### src/rtl/store_rmw_ctrl_if.sv
// Store request and word-memory port bundle for the
// sub-word read-modify-write store controller.
interface store_rmw_ctrl_if #(
  parameter int ADDR_W = 32
);
  logic              req_valid;
  logic              req_ready;
  logic [1:0]        req_type;
  logic [ADDR_W-1:0] req_addr;
  logic [31:0]       req_wdata;
  logic              mem_en;
  logic              mem_we;
  logic [ADDR_W-1:0] mem_addr;
  logic [31:0]       mem_wdata;
  logic [31:0]       mem_rdata;
  logic              done;
  logic              err;

  modport master (
    output req_valid,
    output req_type,
    output req_addr,
    output req_wdata,
    output mem_rdata,
    input  req_ready,
    input  mem_en,
    input  mem_we,
    input  mem_addr,
    input  mem_wdata,
    input  done,
    input  err
  );

  modport slave (
    input  req_valid,
    input  req_type,
    input  req_addr,
    input  req_wdata,
    input  mem_rdata,
    output req_ready,
    output mem_en,
    output mem_we,
    output mem_addr,
    output mem_wdata,
    output done,
    output err
  );
endinterface

### src/rtl/store_rmw_ctrl.sv
// Store controller: word stores write directly, half/byte
// stores read the word, merge the new lane(s), write back.
module store_rmw_ctrl #(
  parameter int ADDR_W = 32
) (
  input logic            clk,
  input logic            reset,
  store_rmw_ctrl_if.slave bus
);

  typedef enum logic [1:0] {
    IDLE,
    RD,
    MG,
    WR
  } state_t;

  state_t            state;
  state_t            state_nx;
  logic [1:0]        typ;
  logic [ADDR_W-1:0] addr;
  logic [31:0]       wdata;
  logic [31:0]       merged;
  logic [31:0]       merge;
  logic              done_q;
  logic              err_q;
  logic              illegal;
  logic              accept;
  logic              reject;
  logic              req_ready;
  logic              mem_en;
  logic              mem_we;

  always_comb begin
    illegal = 1'b0;
    case (bus.req_type)
      2'b00:   illegal = (bus.req_addr[1:0] != 2'b00);
      2'b01:   illegal = bus.req_addr[0];
      2'b10:   illegal = 1'b0;
      default: illegal = 1'b1;
    endcase
  end

  always_comb begin
    merge = bus.mem_rdata;
    if (typ == 2'b01) begin
      if (addr[1]) merge[31:16] = wdata[15:0];
      else         merge[15:0]  = wdata[15:0];
    end else begin
      merge[{addr[1:0], 3'b000} +: 8] = wdata[7:0];
    end
  end

  always_comb begin
    state_nx  = state;
    req_ready = 1'b0;
    mem_en    = 1'b0;
    mem_we    = 1'b0;
    accept    = 1'b0;
    reject    = 1'b0;
    unique case (state)
      IDLE: begin
        req_ready = 1'b1;
        if (bus.req_valid) begin
          if (illegal) begin
            reject = 1'b1;
          end else begin
            accept   = 1'b1;
            state_nx = (bus.req_type == 2'b00) ? WR : RD;
          end
        end
      end
      RD: begin
        mem_en   = 1'b1;
        state_nx = MG;
      end
      MG: begin
        state_nx = WR;
      end
      WR: begin
        mem_en   = 1'b1;
        mem_we   = 1'b1;
        state_nx = IDLE;
      end
    endcase
  end

  always_ff @(posedge clk or posedge reset) begin
    if (reset) begin
      state  <= IDLE;
      typ    <= '0;
      addr   <= '0;
      wdata  <= '0;
      merged <= '0;
      done_q <= 1'b0;
      err_q  <= 1'b0;
    end else begin
      state  <= state_nx;
      done_q <= (state == WR);
      err_q  <= reject;
      if (accept) begin
        typ   <= bus.req_type;
        addr  <= bus.req_addr;
        wdata <= bus.req_wdata;
      end
      if (state == MG) merged <= merge;
    end
  end

  assign bus.req_ready = req_ready;
  assign bus.mem_en    = mem_en;
  assign bus.mem_we    = mem_we;
  assign bus.mem_addr  = {addr[ADDR_W-1:2], 2'b00};
  // Word stores bypass the merge register entirely.
  assign bus.mem_wdata = (typ == 2'b00) ? wdata : merged;
  assign bus.done      = done_q;
  assign bus.err       = err_q;

endmodule

### src/flat_wrapper.sv
// flat-port wrapper written by rule: the top's interface ports become plain ports
module store_rmw_ctrl_flat 
#(
  parameter int ADDR_W = 32
)
  (clk, reset, bus_req_valid, bus_req_type, bus_req_addr, bus_req_wdata, bus_mem_rdata, bus_req_ready, bus_mem_en, bus_mem_we, bus_mem_addr, bus_mem_wdata, bus_done, bus_err);
  store_rmw_ctrl_if #(.ADDR_W(ADDR_W)) bus_i ();
  input logic clk;
  input logic reset;
  input wire logic [$bits(bus_i.req_valid)-1:0] bus_req_valid;
  input wire logic [$bits(bus_i.req_type)-1:0] bus_req_type;
  input wire logic [$bits(bus_i.req_addr)-1:0] bus_req_addr;
  input wire logic [$bits(bus_i.req_wdata)-1:0] bus_req_wdata;
  input wire logic [$bits(bus_i.mem_rdata)-1:0] bus_mem_rdata;
  output wire logic [$bits(bus_i.req_ready)-1:0] bus_req_ready;
  output wire logic [$bits(bus_i.mem_en)-1:0] bus_mem_en;
  output wire logic [$bits(bus_i.mem_we)-1:0] bus_mem_we;
  output wire logic [$bits(bus_i.mem_addr)-1:0] bus_mem_addr;
  output wire logic [$bits(bus_i.mem_wdata)-1:0] bus_mem_wdata;
  output wire logic [$bits(bus_i.done)-1:0] bus_done;
  output wire logic [$bits(bus_i.err)-1:0] bus_err;
  assign bus_i.req_valid = bus_req_valid;
  assign bus_i.req_type = bus_req_type;
  assign bus_i.req_addr = bus_req_addr;
  assign bus_i.req_wdata = bus_req_wdata;
  assign bus_i.mem_rdata = bus_mem_rdata;
  assign bus_req_ready = bus_i.req_ready;
  assign bus_mem_en = bus_i.mem_en;
  assign bus_mem_we = bus_i.mem_we;
  assign bus_mem_addr = bus_i.mem_addr;
  assign bus_mem_wdata = bus_i.mem_wdata;
  assign bus_done = bus_i.done;
  assign bus_err = bus_i.err;
  store_rmw_ctrl #(.ADDR_W(ADDR_W)) u_core (.clk(clk), .reset(reset), .bus(bus_i));
endmodule
### config.mk
export PLATFORM = sky130hd
export DESIGN_NAME = store_rmw_ctrl_flat
export DESIGN_NICKNAME = d
export VERILOG_FILES = /design/src/rtl/store_rmw_ctrl_if.sv /design/src/rtl/store_rmw_ctrl.sv /design/src/flat_wrapper.sv
export SDC_FILE = /design/constraint.sdc
export NUM_CORES = 1
export LEC_CHECK = 0
export BUFFER_PORTS_ARGS = -buffer_cell sky130_fd_sc_hd__buf_4
export CORE_MARGIN = 2
export CORE_UTILIZATION = 35
export CTS_CLUSTER_DIAMETER = 150
export DETAILED_ROUTE_END_ITERATION = 16
export HOLD_SLACK_MARGIN = 0.08
export SYNTH_ARGS = -nofsm -noshare
export SYNTH_HDL_FRONTEND = slang
export SYNTH_SLANG_ARGS = --single-unit
### constraint.sdc
create_clock -name clk -period 8.08 [get_ports clk]
set_clock_uncertainty 0.1 [all_clocks]
set_input_delay 0 -clock clk [delete_from_list [all_inputs] [get_ports clk]]
set_output_delay 0 -clock clk [all_outputs]
set_load 0.005 [all_outputs]
==> results.md <==
- H-tree depth: 3
- Period utilization: 0.341
- PortBufs: 167
- Hold_buf cts: 104
- Initial DRC count: 228
- Synth Instances: 482
- Yosys top cell by area: dfrtp_1
- RSZ-0062 raised after global routing: no
- Slew HR: 0.161
- Top post-synthesis cells by area: dfrtp_1, mux2_2, buf_4, o22ai_1, a31oi_1
- Final hold vios: 0
- Fin util: 0.525
- Setup Buffers After CTS: 0
- Non-filler cells, final: 922
- Root Buffer: clkbuf_16
- Largest net degree at the start of global routing: 71
- First drt pass iteration count: 4
- Maximum vdd drop: 144 uV
- Synthesis-stage register bit count: 102
- # clock sinks: 102
- Core Region: 15300 um^2
- Final GP Congestion: 0.778
- Crit path launch type: register
- GRT Residual Overflow: 0
- Final setup viols: 0
- Number of placement rows: 45
- Initial Utilization: 0.362
- Sequential-to-total area share from yosys stat: 0.461
- Mean cell area of the mapped netlist: 11.5 um^2
- Clock Path Buffers: 2
- Min Tclk post-route: 2.76 ns
- Arr. time, crit path: 2.88 ns
- Synthesized cell area: 5540 um^2
- Drt total wl: 16200 um
- Critical Path Fanout Max: 8
- Initial antenna violation count: 0
- GR Util All Layers: 0.188
- Reg-to-Reg Start: u_core.state[0]$_DFFE_PP0P_
- R2R setup slack: 5.32 ns
- Critical Path Sink Type: register
- Net count, final: 816
- Vias per cell: 5.05
- Tightest Pin Transition: 1.24 ns
- Leakage: 3.48 nW
- # diodes: 0
- Data required, critical path: 8.20 ns
- Area after DPL: 6690 um^2
- Commonest non-fill, non-tap cell in the layout: buf_4
- Routed len/inst: 17.5 um
- Worst-path clk slew: 0.07 ns
- Commonest non-fill, non-tap cells in the layout: buf_4, mux2_2, dlygate4sd3_1
- Area fraction of the dominant cell type after synthesis: 0.461
- CP Class: reg -> reg
- Via count: 4658
- CTS tree: built
- Layout cells sized above 1: 0.429
- Die ar.: 16900 um^2
- Type of the tightest min-delay check: in -> async
- CTS resizes: 0
- P&R area growth vs syn: 45.2%
- Vias in the first global route: 4637
- Die width: 130 um
- Netlist cell types: 37
- Power Dens Cells: 338 nW/um^2
- Setup TNS: 0 ns
- Placed cell count: 802
- Final HPWL DP: 10700 um
- Outcome: complete, no violations
- Worst Reg-to-Reg Cells: 7
- DRC Markers: 0
- R2r endpoint: u_core.typ[1]$_DFFE_PP0P_
- Total CTS buffers: 9
- Ports: 170
- Clock Latency Late Sink: 0.34 ns
- Ys Warns: 0
- Final Instance Area: 8040 um^2
- Max frequency: 363 MHz
- Total of max-cap violations: 0
- First-pass GRT wire length: 24300 um
- Height of the die: 130 um
- Slew Limit Fails: 0
- ANT nets after route: 0
-- cells by family after synthesis --
| kind of cell | Yosys count | synth area share |
|---|---|---|
| other cells | 1 | 0.000677 |
| fa+ha+maj | 9 | 0.0203 |
| compound gates | 92 | 0.106 |
| buf+inv | 78 | 0.0840 |
| flops | 102 | 0.461 |
| simple gates | 79 | 0.0815 |
| mux | 121 | 0.247 |
-- worst max path at each step --
stage	endpoint	from
after global routing	u_core.typ[1]$_DFFE_PP0P_	u_core.state[0]$_DFFE_PP0P_
after global placement	u_core.merged[3]$_DFFE_PP0P_	u_core.addr[0]$_DFFE_PP0P_
after floorplan	u_core.addr[0]$_DFFE_PP0P_	reset
after detailed placement	u_core.merged[7]$_DFFE_PP0P_	u_core.addr[0]$_DFFE_PP0P_
final	u_core.typ[1]$_DFFE_PP0P_	u_core.state[0]$_DFFE_PP0P_
after CTS	u_core.merged[7]$_DFFE_PP0P_	u_core.addr[0]$_DFFE_PP0P_
-- sequential cells by signal, indices dropped and copies added, names as in the netlist --
register         count
u_core.addr         32
u_core.bus.done      1
u_core.bus.err       1
u_core.merged       32
u_core.state         2
u_core.typ           2
u_core.wdata        32
-- critical path, stage by stage (launching register included) --
cell and delay [ns]:
dfrtp_1 0.41, inv_1 0.11, ha_1 0.36, nand2_1 0.22, o31ai_1 0.24, dlygate4sd3_1 0.57, o21ai_0 0.07, dlygate4sd3_1 0.56
-- metrics by stage --
| stage | total power [W] | setup WS (ns) | hold slack [ns] |
|---|---|---|---|
| after floorplan | 0.00179 | 5.30 | 0.00861 |
| after detailed placement | 0.00222 | 5.38 | -0.0573 |
| after global routing | 0.00289 | 5.17 | 0.178 |
| after CTS | 0.00273 | 5.36 | 0.131 |
| final | 0.00272 | 5.32 | 0.132 |
| after global placement | 0.00217 | 5.44 | -0.0661 |
-- where the power goes --
part	switching, W	leakage, nW	internal, W	total, W
Clock	0.000194	0.152	0.000257	0.000451
Combinational	0.000551	2.12	0.000728	0.00128
Sequential	0.000221	1.21	0.000768	0.000989
Total	0.000966	3.48	0.00175	0.00272
-- layer usage --
layer / global-route usage / vias to the layer above / share of wire
met5: 0 / - / 0
met4: 0.0791 / 0 / 0.018
met3: 0.0332 / 22 / 0.069
met2: 0.311 / 183 / 0.48
met1: 0.243 / 2277 / 0.44
li1: - / 2176 / -
-- final cells by class --
type                    instances  area, um^2
repair buffers                275        2320
flip-flops and latches        102        2550
fillers                      1332        7270
multi-input cells             303        2530
clock inverters                 5        56.3
well taps                     211         264
inverters                      15        58.8
clock buffers                  11         253
-- cells in the mapped netlist (all sizes together) --
cell type,number
buf,43
o21ai,17
a32oi,1
nor4bb,1
a211oi,1
o31ai,3
ha,9
a221oi,8
o21a,1
nand3b,1
nand2,10
nor3b,2
a31o,1
mux2,121
a31oi,25
nand2b,25
conb,1
dfrtp,102
nor3,1
a22o,1
clkbuf,20
nor2,7
nand4,1
and2,2
nand3,25
or2,1
o22ai,33
inv,15
nor4b,1
o21bai,1
nor2b,2
Note: power is estimated with default switching activity, not from simulation.
